$ cat config.mk
export PLATFORM = sky130hd
export DESIGN_NAME = vit_branch_sequencer
export DESIGN_NICKNAME = d
export VERILOG_FILES = /design/src/rtl/vit_branch_sequencer.sv
export SDC_FILE = /design/constraint.sdc
export NUM_CORES = 1
export LEC_CHECK = 0
export BUFFER_PORTS_ARGS = -buffer_cell sky130_fd_sc_hd__buf_2
export CAP_MARGIN = 25
export CORE_MARGIN = 3
export CORE_UTILIZATION = 45
export DETAILED_ROUTE_END_ITERATION = 6
export GPL_TIMING_DRIVEN = 0
export HOLD_SLACK_MARGIN = 0.05
export PLACE_DENSITY_LB_ADDON = 0.05
export SLEW_MARGIN = 20
export SYNTH_ARGS = -nofsm -noshare
export SYNTH_HDL_FRONTEND = slang
export SYNTH_SLANG_ARGS = --single-unit
$ cat constraint.sdc
create_clock -name clk -period 3.48 [get_ports clk]
set_input_delay 0.696 -clock clk [delete_from_list [all_inputs] [get_ports clk]]
set_output_delay 0.696 -clock clk [all_outputs]
set_load 0.005 [all_outputs]
$ cat src/rtl/vit_branch_sequencer.sv
// Viterbi branch sequencer: walks the 8 branches of a K=3 (7,5) trellis for each
// accepted symbol pair, then pulses commit, and frame_done after DEPTH steps.
module vit_branch_sequencer #(
  parameter int DEPTH = 15
) (
  input  logic       clk,
  input  logic       rst,
  input  logic       abort,
  input  logic       sym_valid,
  input  logic [1:0] sym_in,
  output logic       sym_ready,
  output logic       br_valid,
  output logic [1:0] br_state,
  output logic       br_bit,
  output logic [2:0] br_hdist,
  output logic       commit,
  output logic       frame_done,
  output logic [7:0] step_cnt,
  output logic       busy
);

  localparam logic [7:0] LP_DEPTH = 8'(DEPTH);

  typedef enum logic [1:0] {S_IDLE, S_BRANCH, S_COMMIT, S_FLUSH} state_t;

  state_t     r_state;
  state_t     w_next;
  logic [2:0] r_slot;
  logic [1:0] r_sym_q;
  logic [7:0] r_step_cnt;
  logic       w_accept;
  logic       w_last_step;
  logic       w_c0;
  logic       w_c1;
  logic [1:0] w_diff;

  // Handshake: a symbol transfers on a cycle where sym_valid && sym_ready;
  // sym_ready is only ever high in IDLE, and sym_in is ignored otherwise.
  assign sym_ready   = (r_state == S_IDLE) && !abort && !rst;
  assign w_accept    = sym_valid && sym_ready;
  assign w_last_step = (r_step_cnt + 8'd1) == LP_DEPTH;
  assign step_cnt    = r_step_cnt;
  assign busy        = (r_state != S_IDLE);

  always_comb begin
    w_next = r_state;
    case (r_state)
      S_IDLE:   if (w_accept) w_next = S_BRANCH;
      S_BRANCH: if (r_slot == 3'd7) w_next = S_COMMIT;
      S_COMMIT: w_next = w_last_step ? S_FLUSH : S_IDLE;
      S_FLUSH:  w_next = S_IDLE;
      default:  w_next = S_IDLE;
    endcase
    if (abort) w_next = S_IDLE;
  end

  // Branch outputs; slot = {s1, s0, u}, generators 7 and 5 octal.
  always_comb begin
    br_valid = (r_state == S_BRANCH);
    br_state = 2'b00;
    br_bit   = 1'b0;
    br_hdist = 3'd0;
    w_c0     = r_slot[0] ^ r_slot[2] ^ r_slot[1];
    w_c1     = r_slot[0] ^ r_slot[1];
    w_diff   = {w_c0, w_c1} ^ r_sym_q;
    if (br_valid) begin
      br_state = r_slot[2:1];
      br_bit   = r_slot[0];
      br_hdist = {2'b00, w_diff[1]} + {2'b00, w_diff[0]};
    end
  end

  // An abort in COMMIT/FLUSH suppresses the pulse so the metric unit never latches.
  assign commit     = (r_state == S_COMMIT) && !abort;
  assign frame_done = (r_state == S_FLUSH) && !abort;

  always_ff @(posedge clk or posedge rst) begin
    if (rst) begin
      r_state    <= S_IDLE;
      r_slot     <= 3'd0;
      r_sym_q    <= 2'b00;
      r_step_cnt <= 8'd0;
    end else begin
      r_state <= w_next;
      if (abort) begin
        r_slot     <= 3'd0;
        r_step_cnt <= 8'd0;
      end else begin
        if (w_accept) begin
          r_sym_q <= sym_in;
          r_slot  <= 3'd0;
        end
        if (r_state == S_BRANCH) r_slot <= r_slot + 3'd1;
        if (r_state == S_COMMIT) r_step_cnt <= r_step_cnt + 8'd1;
        if (r_state == S_FLUSH)  r_step_cnt <= 8'd0;
      end
    end
  end

endmodule

==> out/results.txt <==
CP Launch Point: r_slot[0]
Top sig layer: met4
Htree depth: 1
First-pass GRT wire length: 3230 µm
Placement Setup Slack: 1.25 ns
Max Clk Rate: 413 MHz
Met3 wire len: 84 µm
CTS Buffer Depth: 2
Post-synth EDFFs: 0
Core area: 1820 µm²
Critical path peak fanout: 5
Leakage: 0.551 nW
Largest net degree at the start of global routing: 16
DRC errors left: 0
Worst hold-check path type: input port to asynchronous set/reset pin
Antenna-violating nets left: 0
Drt total wl: 1810 µm
Clock latency on the worst-skew pair: 0.28 ns
Internal Power: 0.000252 W
Port bufs: 22
Unrepaired setup endpoints after global routing: no
Worst endpoint required time: 2.78 ns
Synth area leaders: dfrtp_1 41%, ha_1 6.8%, nand2_1 5.3%, xnor2_1 4.8%, o21ai_0 4.4%
First-pass DRT Iterations: 4
Vias/cell: 5.15
Syn Inst Count: 100
Final Hold Fails: 0
Post-cts sizing count: 0
Worst-path clk slew: 0.09 ns
Clk_skew: 0.00237 ns
Flop pwr share: 55.7%
P&R area growth vs syn: 18.3%
Max_cap viols: 0
DIE AREA: 2620 µm²
Total Routing Usage GR: 16.3%
Routed met2 length: 974 µm
Synth warn: 0
Maximum VDD drop: 0.217 mV
Synthesized cell area: 918 µm²
Total gr overflow: 0
N_diodes: 0
Combinational share of power: 15.2%
Clock network fraction of total power: 29.1%
Sw frac: 25.4%
GP Congestion: 0.727
Register bit total from synthesis: 15
Avg Cell Area, Syn: 9.18 µm²
Share of cells above drive strength 1: 27.0%
DR vias: 778
Worst path arrival time: 1.73 ns
Vias in the first global route: 713
Post-synth top flop: dfrtp_1
CTS Buf Count: 3
Synth unique cells: 32
Power per cell area: 311 nW/µm²
Sequential area share after synthesis: 40.9%
Tmin final: 2.42 ns
Ratio of final minimum period to clock period: 69.6%
DP Area: 1060 µm²
Run status: complete, no violations
Share of the synthesized area in the top cell type: 40.9%
Layout net count: 138
Placed insts: 147
Slew headroom: 62.3%
Worst Setup End Kind: primary output
Die W: 51.2 µm
Post-CTS setup buffers: 0
Max Slew Vio Count: 0
Fin area: 1090 µm²
Ports: 25
Crit path kind: flip-flop to primary output
Setup TNS: 0 ns
RR Startpoint: step_cnt[0]
Sw power: 0.0000856 W
Setup WS post-layout: 1.06 ns
Startpoint class of the critical path: flip-flop
Initial antenna violation count: 0
Ys async rst share: 100%
Num rows: 15
M1 WL: 733 µm
Starting DRT DRC Count: 8
Tightest Pin Transition: 0.565 ns
Net Count, Synth: 111
Hold Buf Count CTS: 0
Clock Sinks: 15
Half-perimeter wire length after placement: 1400 µm
Cell chosen for the clock root: clkbuf_4
Layout Cells excl Fill: 151
TritonCTS clock tree: yes
Final setup viols: 0
DR WL/cell: 12.0 µm
Largest area contributor in the netlist: dfrtp_1
Initial Utilization: 50.4%
Die Y: 51.2 µm
==> cells in the final DEF, fill, tap and decap left out, types with 2 or more instances in the layout <==
cell type and n:
clkbuf_4 3, inv_1 4, xor2_1 4, xnor2_1 5, nand3_1 6, ha_1 5
nand2b_1 2, o31ai_1 3, nor2_1 5, buf_2 23, nand2_1 13, o21ai_0 8
mux2_2 2, and2_1 5, clkbuf_1 2, dfrtp_1 15, a21oi_1 4, o21ai_1 2
==> routing by layer <==
metal	up-vias	GRT usage (%)
li1	394	-
met1	367	20.1
met2	15	28.1
met3	2	3.50
met4	0	5.38
met5	-	0
==> synth_stat cells, types with 2 or more instances <==
master     n
a21oi_1    4
and2_1     5
dfrtp_1   15
ha_1       5
inv_1      4
mux2_2     2
nand2_1   13
nand2b_1   2
nand3_1    6
nor2_1     5
o21ai_0    8
o21ai_1    2
o31ai_1    3
xnor2_1    5
xor2_1     4
==> final cells by class <==
class                           instances  area [µm²]
Buffer                                  4        27.5
Clock buffer                            4        26.3
Fill cell                             176         734
Inverter                                5        23.8
Multi-Input combinational cell         76         492
Sequential cell                        15         375
Tap cell                               25        31.3
Timing Repair Buffer                   22         110
==> flip-flops by register name, summed over array words and instances, names as in the netlist <==
register / count
step_cnt: 8
r_sym_q: 2
r_state: 2
r_slot: 3
==> worst max-delay path: stages, from the launching register on <==
cell and delay (ns):
dfrtp_1 0.43, ha_1 0.33, xor2_1 0.17, ha_1 0.28, and2_1 0.13, buf_2 0.12
==> power by group through the flow <==
stage | clock network [W] | logic (W) | registers, W
2_1_floorplan | 0 | 0.0000375 | 0.000190
3_3_place_gp | 0 | 0.0000500 | 0.000192
3_5_place_dp | 0 | 0.0000535 | 0.000192
4_1_cts | 0.000101 | 0.0000534 | 0.000188
5_1_grt | 0.000115 | 0.0000606 | 0.000190
6_report | 0.0000981 | 0.0000513 | 0.000188
==> metrics by stage <==
step	utilization [%]	power, W	hold slack, ns
floorplan	-	0.000228	0.500
global placement	58.2	0.000242	0.517
detailed placement	58.2	0.000245	0.518
CTS	59.7	0.000343	0.517
global route	59.7	0.000365	0.528
finish	59.7	0.000338	0.480
==> kinds of logic after synthesis <==
family,count (synthesis),synth area share [%]
multiplexers,2,2.45
AO/OA/AOI/OAI,20,12.7
flip-flops,15,40.9
buffers and inverters,9,5.58
adder cells (fa/ha/maj),5,6.81
AND/OR/NAND/NOR,39,22.6
XOR/XNOR,9,8.58
other,1,0.408
==> worst paths after layout <==
path	to	slack (ns)	depth (start not counted)
setup / recovery	br_hdist[0]	1.06	5
hold / removal	r_slot[2]	0.48	2
setup reg to reg	r_state[0]	2.04	4
hold reg to reg	r_sym_q[0]	0.53	1
max in group asynchronous	step_cnt[1]	2.63	2
min in group clk	r_sym_q[0]	0.53	1
Note: power is estimated with default switching activity, not from simulation.
